`src/rtl/mem_stage.sv`:
```
// Pipeline MEM stage: EX/MEM register, word-addressed data memory, MEM/WB register.
// Loads read the memory combinationally from the EX/MEM address; stores commit at the end of the MEM cycle.
module mem_stage #(
   parameter int DEPTH = 64
) (
   input  logic        clk,
   input  logic        rst_n,
   input  logic [31:0] Aluout,
   input  logic        zeroAluout,
   input  logic [31:0] incadded,
   input  logic [4:0]  Muxout,
   input  logic [31:0] Read_out2,
   input  logic        RegWrite,
   input  logic        MemtoReg,
   input  logic        MemRead,
   input  logic        MemWrite,
   input  logic        Branch,
   input  logic        stall,
   input  logic        flush,
   output logic        PCSrc,
   output logic [31:0] branch_target,
   output logic        wb_RegWrite,
   output logic [4:0]  wb_rd,
   output logic [31:0] wb_data,
   output logic        wb_MemtoReg,
   output logic        misalign_err
);

   localparam int AW = $clog2(DEPTH);

   // EX/MEM register
   logic [31:0] ex_aluout_reg;
   logic        ex_zero_reg;
   logic [31:0] ex_incadded_reg;
   logic [4:0]  ex_rd_reg;
   logic [31:0] ex_store_data_reg;
   logic        ex_reg_write_reg;
   logic        ex_mem_to_reg_reg;
   logic        ex_mem_read_reg;
   logic        ex_mem_write_reg;
   logic        ex_branch_reg;

   // MEM/WB register
   logic        wb_reg_write_reg;
   logic [4:0]  wb_rd_reg;
   logic [31:0] wb_data_reg;
   logic        wb_mem_to_reg_reg;
   logic        misalign_err_reg;

   logic [31:0] mem_reg [DEPTH];

   logic [AW-1:0] word_idx;
   logic          misaligned;
   logic          mem_access;
   logic          mem_we;
   logic [31:0]   load_data;
   logic [31:0]   wb_data_next;

   // Flush wins over stall: the incoming op still enters, but with all control bits dropped.
   always_ff @(posedge clk or negedge rst_n) begin
      if (!rst_n) begin
         ex_aluout_reg     <= '0;
         ex_zero_reg       <= 1'b0;
         ex_incadded_reg   <= '0;
         ex_rd_reg         <= '0;
         ex_store_data_reg <= '0;
         ex_reg_write_reg  <= 1'b0;
         ex_mem_to_reg_reg <= 1'b0;
         ex_mem_read_reg   <= 1'b0;
         ex_mem_write_reg  <= 1'b0;
         ex_branch_reg     <= 1'b0;
      end else if (flush || !stall) begin
         ex_aluout_reg     <= Aluout;
         ex_zero_reg       <= zeroAluout;
         ex_incadded_reg   <= incadded;
         ex_rd_reg         <= Muxout;
         ex_store_data_reg <= Read_out2;
         ex_reg_write_reg  <= RegWrite & ~flush;
         ex_mem_to_reg_reg <= MemtoReg & ~flush;
         ex_mem_read_reg   <= MemRead  & ~flush;
         ex_mem_write_reg  <= MemWrite & ~flush;
         ex_branch_reg     <= Branch   & ~flush;
      end
   end

   assign word_idx   = ex_aluout_reg[AW+1:2];
   assign misaligned = (ex_aluout_reg[1:0] != 2'b00);
   assign mem_access = ex_mem_read_reg | ex_mem_write_reg;
   assign mem_we     = ex_mem_write_reg & ~stall & ~misaligned;

   // Contents survive reset; a pending store is dropped because reset clears ex_mem_write_reg.
   always_ff @(posedge clk) begin
      if (mem_we) begin
         mem_reg[word_idx] <= ex_store_data_reg;
      end
   end

   always_comb begin
      load_data    = misaligned ? 32'd0 : mem_reg[word_idx];
      wb_data_next = ex_mem_to_reg_reg ? load_data : ex_aluout_reg;
   end

   // A stall turns the MEM/WB slot into a bubble while EX/MEM holds its op.
   always_ff @(posedge clk or negedge rst_n) begin
      if (!rst_n) begin
         wb_reg_write_reg  <= 1'b0;
         wb_rd_reg         <= '0;
         wb_data_reg       <= '0;
         wb_mem_to_reg_reg <= 1'b0;
         misalign_err_reg  <= 1'b0;
      end else begin
         if (stall) begin
            wb_reg_write_reg  <= 1'b0;
            wb_rd_reg         <= '0;
            wb_data_reg       <= '0;
            wb_mem_to_reg_reg <= 1'b0;
         end else begin
            wb_reg_write_reg  <= ex_reg_write_reg;
            wb_rd_reg         <= ex_rd_reg;
            wb_data_reg       <= wb_data_next;
            wb_mem_to_reg_reg <= ex_mem_to_reg_reg;
         end
         if (!stall && mem_access && misaligned) begin
            misalign_err_reg <= 1'b1;
         end
      end
   end

   assign PCSrc         = ex_branch_reg & ex_zero_reg;
   assign branch_target = ex_incadded_reg;
   assign wb_RegWrite   = wb_reg_write_reg;
   assign wb_rd         = wb_rd_reg;
   assign wb_data       = wb_data_reg;
   assign wb_MemtoReg   = wb_mem_to_reg_reg;
   assign misalign_err  = misalign_err_reg;

endmodule

```
`config.mk`:
```
export PLATFORM = sky130hd
export DESIGN_NAME = mem_stage
export DESIGN_NICKNAME = d
export VERILOG_FILES = /design/src/rtl/mem_stage.sv
export SDC_FILE = /design/constraint.sdc
export NUM_CORES = 2
export LEC_CHECK = 0
export CAP_MARGIN = 20
export CORE_ASPECT_RATIO = 1.4
export CORE_UTILIZATION = 40
export CTS_BUF_LIST = sky130_fd_sc_hd__clkbuf_4 sky130_fd_sc_hd__clkbuf_8 sky130_fd_sc_hd__clkbuf_16
export CTS_CLUSTER_SIZE = 8
export DETAILED_ROUTE_END_ITERATION = 12
export GPL_ROUTABILITY_DRIVEN = 0
export PLACE_DENSITY = 0.63
export SETUP_SLACK_MARGIN = 0.3
export SKIP_CTS_REPAIR_TIMING = 1
export SLEW_MARGIN = 15
export SYNTH_ARGS = -nofsm -noshare
export SYNTH_HDL_FRONTEND = slang
export SYNTH_SLANG_ARGS = --single-unit
export TNS_END_PERCENT = 30
```
`constraint.sdc`:
```
create_clock -name clk -period 4.4 [get_ports clk]
set_clock_uncertainty 0.2 [all_clocks]
set_input_delay 0.44 -clock clk [delete_from_list [all_inputs] [get_ports clk]]
set_output_delay 0.44 -clock clk [all_outputs]
set_load 0.005 [all_outputs]
```
Word-level counts from Yosys, hierarchy flattened
Memory sizes are Yosys's and may differ from the RTL's.
Cells that the tools add are included.
{ "totals": {"ff_bits": 147, "latch_bits": 0, "ramBits": 2048, "romBits": 0, "inputBits": 111, "out_inout_bits": 73, "wordCells": 41, "memories": 1} }
{ "op_classes": {"n_addsub": 0, "n_mul": 0, "div_mod_pow": 0, "order_cmp": 0, "eq_ne": 0, "shift": 0, "mux": 8, "n_bitwise": 12, "n_reduce_logical": 5} }
{ "memory_table": {"columns": ["memory", "depth", "word_bits", "read_ports", "rd_ports_with_merged_regs", "write_ports", "line_no", "rtl"], "rows": [
  ["mem_reg", 64, 32, 1, 0, 1, "50", "logic [31:0] mem_reg [DEPTH];"]
]} }
{ "op_table": {"columns": ["operator", "count"], "rows": [
  ["$mux W32", 3],
  ["$and A1 B1 Y1", 8],
  ["$mux W5", 1],
  ["$mux W1", 4],
  ["$not A1 Y1", 3],
  ["$logic_and A1 B1 Y1", 2],
  ["$reduce_bool A2 Y1", 1],
  ["$logic_not A1 Y1", 1],
  ["$logic_or A1 B1 Y1", 1],
  ["$or A1 B1 Y1", 1]
]} }

Depth between registers and ports, before layout
{ "logic_depth": {"word_depth": 5, "ltp_mapped": 11, "mapped_depth_nobuf": 6} }

Worst setup path before layout
Ideal clock, no wire load.
{ "synth_timing": {"path_kind": "reg-to-reg", "from": "register ex_aluout_reg[2]", "to": "memory mem_reg[10][0], enable pin", "setup_time_ns": 0.421, "t_arrival_ns": 3.094, "required_ns": 3.779, "slack_ns": 0.685, "path_stages_with_launch": 10, "n_path_buf": 6, "synth_period_minus_slack_ns": 3.715, "path_cell_list": "dfrtp_1 buf_6 buf_8 buf_6 buf_6 buf_4 buf_4 nor2_1 nand2_1 nor2_1"} }
{ "synth_rtl": {"columns": ["item", "line_no", "rtl"], "rows": [
  ["start, declared", "32", "logic [31:0] ex_aluout_reg;"],
  ["start signal, assigned", "73", "ex_aluout_reg <= Aluout;"],
  ["end, declared", "50", null]
]} }
No word-level cell before the write port.

Worst setup path in the final report
{ "layout_timing": {"from": "register ex_aluout_reg[5]", "to": "register wb_data_reg[20] (netlist: wb_data[20])"} }
{ "layout_between": {"elab_chain_len": 4} }
{ "layout_rtl": {"columns": ["item", "line_no", "rtl"], "rows": [
  ["$mem_v2 Z64 W32", null, null],
  ["$mux W32", "99", "load_data = misaligned ? 32'd0 : mem_reg[word_idx];"],
  ["$mux W32", "100", "wb_data_next = ex_mem_to_reg_reg ? load_data : ex_aluout_reg;"],
  ["$mux W32", "112", "if (stall) begin"],
  ["end signal, assigned", "120", "wb_data_reg <= wb_data_next;"],
  ["end, declared", "46", "logic [31:0] wb_data_reg;"]
]} }
No other way between the ends.
A chain may end at the register's enable or synchronous reset.

==> summary.txt <==
Die Footprint - 0.211 mm2
Dpl hpwl - 183000 um
Placeable Area - 0.208 mm2
Fin nets - 5233
CTS root buf - clkbuf_16
Io pins - 184
Synthesis warning total - 0
Num CTS Buffers - 318
Worst reg-to-reg path cell count - 8
Drt via density - 6.66
Area of the multi-input gates - 0.0173 mm2
Initial DRC count - 9848
Post-synth net total - 4730
DRT Wirelength - 316000 um
Setup WS pre-CTS - 0.461 ns
CP Launch Type - flip-flop
CP Class - reg -> reg
# setup viols final - 0
Cell variety after synth - 74
First-pass GRT wire length - 427000 um
Slew Limit Fails - 0
Final WS setup - 0.525 ns
Fill cells - 16900
Failing checks - hold timing
Layout cell share with drive strength beyond 1 - 23.8%
Wirelength per Cell - 39.3 um
PwrDens - 504 mW/mm2
Area share of the largest cell type after synthesis - 73.6%
CP Capture Type - flip-flop
Final Power - 51000 uW
Congestion Overflow GR - 0
Async S/R FF share, synth - 6.70%
Worst EP required - 4.85 ns
Ys flop type - edfxtp_1
CTS tree - built
ANT nets after route - 0
Commonest cells in the netlist - edfxtp_1, a22oi_1, a221oi_1
Final hold violation count - 3
M3 GR Usage - 7.78%
Syn Area/Cell - 18.1 um2
GR Util met2 - 45.8%
Clock transition at path regs - 0.06 ns
Slew @ Worst Pin - 1.12 ns
Synth area leaders - edfxtp_1, dfrtp_1, a22oi_1
Sequential cell area - 0.0652 mm2
R2R Setup Slk - 0.53 ns
Largest area contributor in the netlist - edfxtp_1
Seq/Total Area, Yosys - 78.0%
Min Tclk post-route - 3.87 ns
Worst skew pair latency - 0.87 ns
Worst endpoint data arrival time - 4.32 ns
Post-synth EDFFs - 2048
Largest register FFs - 2048
First-pass DRT Iterations - 6
Initial antenna violation count - 20
IO buf count - 183
Cell Area, Synth - 0.0836 mm2
Grt peak-use layer - met2
H-Tree Depth - 5
Die Span Y - 543 um
DRC - 0
Register bit count reported by yosys - 2195
Initial core utilization - 40.2%
Hold Path Depth - 2
RSZ-0062 raised after global routing - false
Clk buf depth - 4
Vias in the first global route - 51800
Slew headroom - 25.2%
Class of the worst hold path - in -> reg
Total vias in the final route - 53500
Min Hold Slack - -0.0143 ns
Met1 usage - 36.2%
CP max FO - 16
Most frequent cell after synthesis - edfxtp_1
Gate Count Post-Synth - 4619
Post-route setup TNS - 0 ns
Leakage - 0.0327 uW
Largest net degree at the start of global routing - 80
Area Growth Syn to Fin - 20.8%
Core Rows - 198
Outcome - finished, violations left
Max Cap Viol - 0
Max Freq - 258 MHz
Worst vdd rail ir drop - 307 uV
Die span in x - 388 um
Total GRT Usage - 29.4%
Period utilization - 88.1%
Clock Sink Count - 2195
## through the flow
stage / hold WS, ns / instances / util [%] / instance area (um2)
5_1_grt: 0.000315 / 8018 / 48.6 / 101000
4_1_cts: -0.563 / 8004 / 48.5 / 101000
6_report: -0.0143 / 8034 / 48.6 / 101000
2_1_floorplan: -0.0556 / 4619 / - / 83600
3_5_place_dp: 0.269 / 7489 / 43.8 / 91100
3_3_place_gp: 0.265 / 7480 / 43.8 / 90900
## cell families after synthesis
group,synth area share (%)
muxes,6.49
and+or+nand+nor,2.61
buffers and inverters,2.12
DFF,78.0
AOI/OAI and AO/OA,10.8
## final timing paths
path / start / end
worst max-delay path: ex_aluout_reg[5] / wb_data[20]
worst min-delay path: Read_out2[3] / ex_store_data_reg[3]
worst max register to register: ex_aluout_reg[5] / wb_data[20]
worst min register to register: misalign_err / misalign_err
max in group asynchronous: rst_n / ex_store_data_reg[5]
min in group asynchronous: rst_n / ex_store_data_reg[21]
## routing by layer
layer | up-vias | routed length (um)
met5 | - | 69
met2 | 4872 | 144000
li1 | 20300 | -
met3 | 1073 | 42700
met1 | 27200 | 105000
met4 | 10 | 24000
## critical path: stages (launching register included)
cell	delay, ns
dfrtp_1	0.99
inv_1	0.15
buf_4	0.25
nand2b_2	0.56
buf_4	0.40
o22ai_1	0.13
or3_1	0.43
a221oi_1	0.30
a41oi_1	0.23
## cell type report
type                            instances  area share [%]
Inverter                                5          0.0285
Clock buffer                          498            9.35
Timing Repair Buffer                  534            5.34
Multi-Input combinational cell       2068            17.1
Tap cell                             2700            3.34
Clock inverter                         17           0.209
Sequential cell                      2195            64.6
Antenna cell                           17          0.0421
## placed cells by master, fill, tap and decap left out, types with 114 or more instances in the layout
| master | netlist | layout |
|---|---|---|
| a221oi_1 | 269 | 269 |
| a22oi_1 | 360 | 360 |
| buf_4 | 22 | 269 |
| clkbuf_16 | 0 | 325 |
| clkbuf_4 | 0 | 171 |
| clkdlybuf4s50_1 | 0 | 182 |
| dfrtp_1 | 147 | 114 |
| edfxtp_1 | 2048 | 2048 |
| mux2_2 | 167 | 167 |
| nand2_1 | 139 | 137 |
| nor2_1 | 191 | 127 |
## report_power, final
part	total, uW	switching [uW]	internal, uW	leakage [uW]
Clock	23500	8840	14600	0.00491
Combinational	3930	2620	1310	0.00766
Sequential	23500	328	23200	0.0202
Total	51000	11800	39200	0.0327
Note: power is estimated with default switching activity, not from simulation.
